## config.mk

```make
export PLATFORM = sky130hd
export DESIGN_NAME = pwm_duty_sequencer
export DESIGN_NICKNAME = d
export VERILOG_FILES = /design/src/rtl/pwm_duty_sequencer.sv
export SDC_FILE = /design/constraint.sdc
export NUM_CORES = 1
export LEC_CHECK = 0
export CAP_MARGIN = 20
export CORE_ASPECT_RATIO = 0.8
export CORE_MARGIN = 10
export CORE_UTILIZATION = 59
export CTS_CLUSTER_DIAMETER = 40
export DETAILED_ROUTE_END_ITERATION = 8
export PLACE_DENSITY_LB_ADDON = 0.25
export SLEW_MARGIN = 30
export SYNTH_ARGS = -nofsm -noshare
export SYNTH_HDL_FRONTEND = slang
export SYNTH_SLANG_ARGS = --single-unit
export TNS_END_PERCENT = 100
```

## constraint.sdc

```tcl
create_clock -name clk -period 6.3 [get_ports clk]
set_clock_uncertainty 0.05 [all_clocks]
set_input_delay 1.26 -clock clk [delete_from_list [all_inputs] [get_ports clk]]
set_output_delay 1.26 -clock clk [all_outputs]
set_load 0.03 [all_outputs]
```

## src/rtl/pwm_duty_sequencer.sv

```systemverilog
// Duty-register write sequencer: ramp/triangle sweeps plus host writes, host wins on collision.
// All outputs registered; step writes land dwell+1 cycles apart, host writes have 1-cycle latency.
module pwm_duty_sequencer #(
  parameter int DW = 8,
  parameter int CW = 16
) (
  input  logic          clk,
  input  logic          rst,
  input  logic          en,
  input  logic          host_we,
  input  logic [DW-1:0] host_wdata,
  input  logic [1:0]    cfg_mode,
  input  logic [3:0]    cfg_step,
  input  logic [CW-1:0] cfg_dwell,
  input  logic          start,
  input  logic          stop,
  output logic          reg_we,
  output logic [DW-1:0] reg_wdata,
  output logic [DW-1:0] duty,
  output logic          busy,
  output logic          dir,
  output logic          done
);

  localparam logic [0:0] IDLE = 1'b0;
  localparam logic [0:0] RUN  = 1'b1;

  localparam logic [1:0] M_HOLD = 2'b00;
  localparam logic [1:0] M_DOWN = 2'b10;
  localparam logic [1:0] M_TRI  = 2'b11;

  logic [0:0]    state_q, state_d;
  logic [1:0]    mode_q, mode_d;
  logic [3:0]    step_q, step_d;
  logic [CW-1:0] dwell_q, dwell_d;
  logic [CW-1:0] cnt_q, cnt_d;
  logic [DW-1:0] duty_q, duty_d;
  logic [DW-1:0] wdata_q, wdata_d;
  logic          we_q, we_d;
  logic          dir_q, dir_d;
  logic          done_q, done_d;

  logic [DW:0]   sum;
  logic [DW-1:0] step_ext;
  logic [DW-1:0] nxt;
  logic [DW-1:0] limit;

  // Saturating step toward the current direction's rail.
  always_comb begin
    step_ext = {{(DW-4){1'b0}}, step_q};
    sum      = {1'b0, duty_q} + {1'b0, step_ext};
    limit    = dir_q ? '0 : '1;
    if (dir_q) begin
      nxt = (duty_q < step_ext) ? '0 : duty_q - step_ext;
    end else begin
      nxt = sum[DW] ? '1 : sum[DW-1:0];
    end
  end

  always_comb begin
    state_d = state_q;
    mode_d  = mode_q;
    step_d  = step_q;
    dwell_d = dwell_q;
    cnt_d   = cnt_q;
    duty_d  = duty_q;
    wdata_d = wdata_q;
    dir_d   = dir_q;
    we_d    = 1'b0;
    done_d  = 1'b0;
    if (en) begin
      if (host_we) begin
        we_d    = 1'b1;
        wdata_d = host_wdata;
        duty_d  = host_wdata;
      end
      if (state_q == IDLE) begin
        if (start && !stop && cfg_mode != M_HOLD) begin
          state_d = RUN;
          mode_d  = cfg_mode;
          step_d  = (cfg_step == 4'd0) ? 4'd1 : cfg_step;
          dwell_d = cfg_dwell;
          cnt_d   = cfg_dwell;
          dir_d   = (cfg_mode == M_DOWN);
        end
      end else if (stop) begin
        state_d = IDLE;
      end else if (host_we) begin
        cnt_d = dwell_q;
      end else if (cnt_q != '0) begin
        cnt_d = cnt_q - 1'b1;
      end else begin
        we_d    = 1'b1;
        wdata_d = nxt;
        duty_d  = nxt;
        cnt_d   = dwell_q;
        if (nxt == limit) begin
          if (mode_q == M_TRI) begin
            // Reverse at either rail; only the bottom reversal marks a completed period.
            dir_d  = ~dir_q;
            done_d = dir_q;
          end else begin
            done_d  = 1'b1;
            state_d = IDLE;
          end
        end
      end
    end
  end

  always_ff @(posedge clk or posedge rst) begin
    if (rst) begin
      state_q <= IDLE;
      mode_q  <= '0;
      step_q  <= '0;
      dwell_q <= '0;
      cnt_q   <= '0;
      duty_q  <= '0;
      wdata_q <= '0;
      we_q    <= 1'b0;
      dir_q   <= 1'b0;
      done_q  <= 1'b0;
    end else begin
      state_q <= state_d;
      mode_q  <= mode_d;
      step_q  <= step_d;
      dwell_q <= dwell_d;
      cnt_q   <= cnt_d;
      duty_q  <= duty_d;
      wdata_q <= wdata_d;
      we_q    <= we_d;
      dir_q   <= dir_d;
      done_q  <= done_d;
    end
  end

  assign reg_we    = we_q;
  assign reg_wdata = wdata_q;
  assign duty      = duty_q;
  assign busy      = (state_q == RUN);
  assign dir       = dir_q;
  assign done      = done_q;

endmodule

```

======== Word level (Yosys, flattened, before mapping) ========
Index checks and enable logic that the tools add are counted.
word-level totals
  register bits ........................... 58
  input bits .............................. 36
  logic and storage cells ................. 81
operators by class
  add/sub/neg operators ................... 3
  $lt $le $gt $ge ......................... 1
  equal/unequal tests ..................... 8
  muxes and demuxes ....................... 47
  bitwise gates (word level) .............. 2
  reduce and logical (&&, ||, !) cells .... 10
operators by type and width
  kind                                                 number
  2-to-1 mux 8 bit                                     14
  2-to-1 mux 16 bit                                    5
  2-to-1 mux 1 bit                                     27
  nonzero test 16 bit                                  1
  subtractor 16 x 1 -> 16 bit (second input constant)  1
  adder 8 x 4 -> 9 bit                                 1
  == test 8 bit                                        1
  less-than comparator 8 x 4 -> 1 bit                  1
  subtractor 8 x 4 -> 8 bit                            1
  AND reduction 7 bit                                  1
  != test 2 bit (second input constant)                3
  AND reduction 3 bit                                  2
  == test 2 bit (second input constant)                2
  logical NOT 4 bit                                    1
  2-to-1 mux 4 bit                                     1
  != test 2 x 1 -> 1 bit (second input constant)       2
  nonzero test 2 bit                                   2
  logical AND 1 bit                                    2
  inverter 1 bit                                       2
  logical NOT 1 bit                                    1

======== Longest topological paths before layout ========
  depth in word-level cells ............... 10
  depth in mapped cells ................... 11
  mapped depth without buffers ............ 10

======== Least setup slack after synthesis ========
OpenSTA, ideal clock, no wires.
  kind .................................... register -> register
  start ................................... register duty_q[0] (netlist: duty[0])
  end ..................................... register state_q (netlist: busy)
  setup time .............................. 0.124 ns
  arrival ................................. 2.644 ns
  required time ........................... 6.126 ns
  setup slack ............................. 3.482 ns
  cell stages (with the launch flop) ...... 10
  buffers on the path ..................... 0
  period minus slack after synthesis ...... 2.818 ns
  path through ............................ dfrtp_1 ha_1 fa_1 nor2b_1 o311ai_2 a21oi_1 or3_1 o41ai_1 nor2b_1 o21ai_1
on the way
  longest elaborated chain between the ends .. 9
  elaborated cells on any way between the ends .. 12
ends and longest elaborated chain
  item                                          line    source
  start, declared                               37      logic [DW-1:0] duty_q, duty_d;
  start signal, assigned                        129     duty_q <= duty_d;
  adder 8 x 4 -> 9 bit (tied with other cells)  51      sum = {1'b0, duty_q} + {1'b0, step_ext};
  2-to-1 mux 8 bit (on tied branches)           56, 54
  2-to-1 mux 8 bit *                            53      if (dir_q) begin
  == test 8 bit *                               97      if (nxt == limit) begin
  2-to-1 mux 1 bit *                            97
  2-to-1 mux 1 bit *                            90      end else if (cnt_q != '0) begin
  2-to-1 mux 1 bit *                            88      end else if (host_we) begin
  2-to-1 mux 1 bit *                            86      end else if (stop) begin
  2-to-1 mux 1 bit *                            77      if (state_q == IDLE) begin
  end signal, assigned                          124     state_q <= state_d;
  end, declared                                 32      logic [0:0] state_q, state_d;
Every way passes the cells marked *; elsewhere a longest branch is shown, timed or not.
A chain may end at the register's enable or synchronous reset.

======== Worst setup path in the final report ========
  start ................................... register state_q (netlist: busy)
  end ..................................... output port busy
RTL lines
  item           line  source
  end, declared  20    output logic busy,
No word-level cell between the ends.

==> out/metrics.cfg <==
[finish]
fill_cells = 474
final_area_um2 = 4480
area_growth_pct = 21.0
antenna_cells = 0
drive_gt1_frac = 0.0698
nets = 530

[clocking]
post_cts_resized = 0
cts_setup_buffers = 0
cts_root_buf = clkbuf_8
h-tree-depth = 3
ctsHoldBuffers = 0
clkTransAtPathRegs_ns = 0.06
clock_sinks = 58
clk_path_buf_depth = 2
numCtsBuffers = 9
cts_tree = built
insertion_delay_ns = 0.34

[timing]
worst_slew_pin_slew_ns = 0.756
fin_crit_sh = 0.523
rsz0062_at_grt = no
tns_ns = 0
fin_crit_ns = 3.29
worst_slack_ns = 3.01
setup_violations = 0
holdWs_ns = 0.429
drv_slew = 0
slew_headroom = 0.496
max_freq_ghz = 0.303
hold_viol = 0

[synthesis]
yosysUniqueCellTypes = 60
syn_nets = 484
synth_edf_count = 0
synth_xor_area_frac = 0.0355
synth_flop_cell = dfrtp_1
async_flop_share = 1.00
ys.warnings.count = 0
synth_seq_area_share = 0.392
ys_ff_latch = 58
netlist_area_um2 = 3700
synth_compound_area_frac = 0.236
synthSimpleGateAreaFrac = 0.234
synth_fa_ha_area_frac = 0.0413
synthMuxAreaShare = 0.0162
synthCells = 437
synth_top_family_by_area = compound AO/OA/AOI/OAI gates
avgSynthCellArea_um2 = 8.47

[routing]
drtPass1Iterations = 5
drc = 0
wl_per_cell_um = 18.3
drtIter0Drc = 297
postRouteWirelength_um = 10400
ant_nets = 0
post_drt_via_cell_ratio = 6.22
num_vias = 3535

[worst_setup_path]
required_ns = 4.99
max_stage_delay_ns = 0.83
cp-startpoint = busy$_DFFE_PP0P_
cp_top_family = flip-flops
worstPathCellList = clkdlybuf4s50_1
path_depth = 1
critPathLaunchType = flip-flop
r2r.worst_path.cells = 9
crit_arrival_ns = 1.98
endpoint = busy
r2r-start = duty[0]$_DFFE_PP0P_
end_kind = primary output
ff2ff_setup_slack_ns = 3.18
critical_path_class = reg2out
r2r-end = busy$_DFFE_PP0P_
slowest_stage = dfrtp_1
crit_buf_inv = 1
crit_path_max_fanout = 18

[pwr]
ir_worst_vdd_mv = 0.222
p_leak_uw = 0.00181
pwr_density_cell_nw_per_um2 = 409

[global_route]
grt_pass1_vias = 3309
grt_use_met2 = 0.311
groute.layer.met1.usage = 0.302
grt_pass1_wl_um = 17300
grt.busiest_layer = met2
antenna_found_initial = 0
use_met3 = 0.0628
grt-ovfl-total = 0
grt_max_degree = 59
grt.total_usage = 0.214

[run_status]
status = finished clean

[place]
place_hpwl_um = 7570
gp_congestion = 0.902
pre_cts_slack_ns = 2.76
dpl_cell_area_um2 = 4280
io_buffers = 55

[floorplanning]
dieArea_um2 = 9860
core.rowCount = 25
fp.dieH_um = 90.8
core_um2 = 6010
initial_utilization = 0.616
io_pins = 56
dieWidth_um = 109

[worst_hold_path]
min_from = dwell_q[8]$_DFFE_PP0P_
min_path_type = reg2reg

[flow_run]
cap_viol_max_count = 0

==> metrics by stage <==
stage | util | power [µW] | cells
CTS | 0.745 | 1820 | 568
global route | 0.746 | 1960 | 568
detailed placement | 0.713 | 1470 | 553
floorplan | - | 1240 | 437
finish | 0.746 | 1830 | 568
global placement | 0.713 | 1430 | 553
==> layout make-up <==
class                   count  area, µm²  share of cell area
clock buffers              10        138              0.0307
clock inverters             5       55.1              0.0123
inverters                  16       62.6              0.0140
multi-input cells         340       2100               0.468
flip-flops and latches     58       1450               0.324
well taps                  81        101              0.0226
repair buffers             58        573               0.128
==> routing by layer <==
layer  part of all wire  wire length [µm]
met1               0.45              4660
met2               0.45              4660
met3              0.091               944
met4              0.015               157
met5                  0                 0
==> cell usage after synthesis (5+ instances only) <==
master / instances / area, µm²
nand2_1: 79 / 297
o21a_1: 23 / 173
nand2b_1: 5 / 31.3
ha_1: 9 / 113
xnor2_1: 8 / 70.1
o21ai_0: 22 / 110
buf_2: 5 / 25.0
o211ai_1: 5 / 37.5
nor3_1: 16 / 80.1
clkbuf_1: 17 / 63.8
nand3_1: 5 / 25.0
inv_1: 15 / 56.3
o21ai_1: 13 / 65.1
or3_1: 9 / 56.3
mux2i_1: 6 / 60.1
nor2_1: 28 / 105
a21oi_1: 31 / 155
dfrtp_1: 58 / 1450
nor2b_1: 10 / 62.6
xor2_1: 7 / 61.3
==> kinds of logic (layout without fill, tap and decap cells) <==
family          count (synthesis)  in the layout
fa+ha+maj                      11             11
buf+inv                        39             89
xor+xnor                       15             15
simple gates                  176            176
mux                             6              6
compound gates                132            132
flops                          58             58
==> registers in the layout (all words and copies together) (netlist names) <==
name       flops
busy           1
cnt_q         16
dir            1
done           1
duty           8
dwell_q       16
mode_q         2
reg_wdata      8
reg_we         1
step_q         4
==> worst min-delay path by stage <==
stage / end / cells past startpoint / slack, ns
floorplan: dwell_q[1]$_DFFE_PP0P_ / 2 / 0.40
finish: dwell_q[8]$_DFFE_PP0P_ / 2 / 0.43
global route: reg_wdata[6]$_DFFE_PP0P_ / 1 / 0.46
CTS: dwell_q[8]$_DFFE_PP0P_ / 2 / 0.43
detailed placement: dwell_q[7]$_DFFE_PP0P_ / 2 / 0.41
global placement: dwell_q[11]$_DFFE_PP0P_ / 2 / 0.41
==> report_power, final <==
| group | switching [µW] | internal (µW) |
|---|---|---|
| clock network | 151 | 190 |
| logic | 457 | 349 |
| registers | 182 | 503 |
| total | 790 | 1040 |
==> cell usage in the layout (no fill, tap or decap), types with 3 or more instances in the layout <==
cell type / instances
a211oi_1: 3
a21oi_1: 31
buf_4: 3
clkbuf_8: 10
clkdlybuf4s50_1: 55
dfrtp_1: 58
ha_1: 9
inv_1: 14
mux2i_1: 6
nand2_1: 79
nand2b_1: 5
nand3_1: 5
nand4_1: 4
nor2_1: 28
nor2b_1: 9
nor3_1: 15
nor4_1: 4
o211ai_1: 5
o21a_1: 23
o21ai_0: 22
o21ai_1: 12
o32ai_1: 3
o41ai_1: 3
or3_1: 9
xnor2_1: 8
xor2_1: 7
Power figures use the tool's default switching activity.
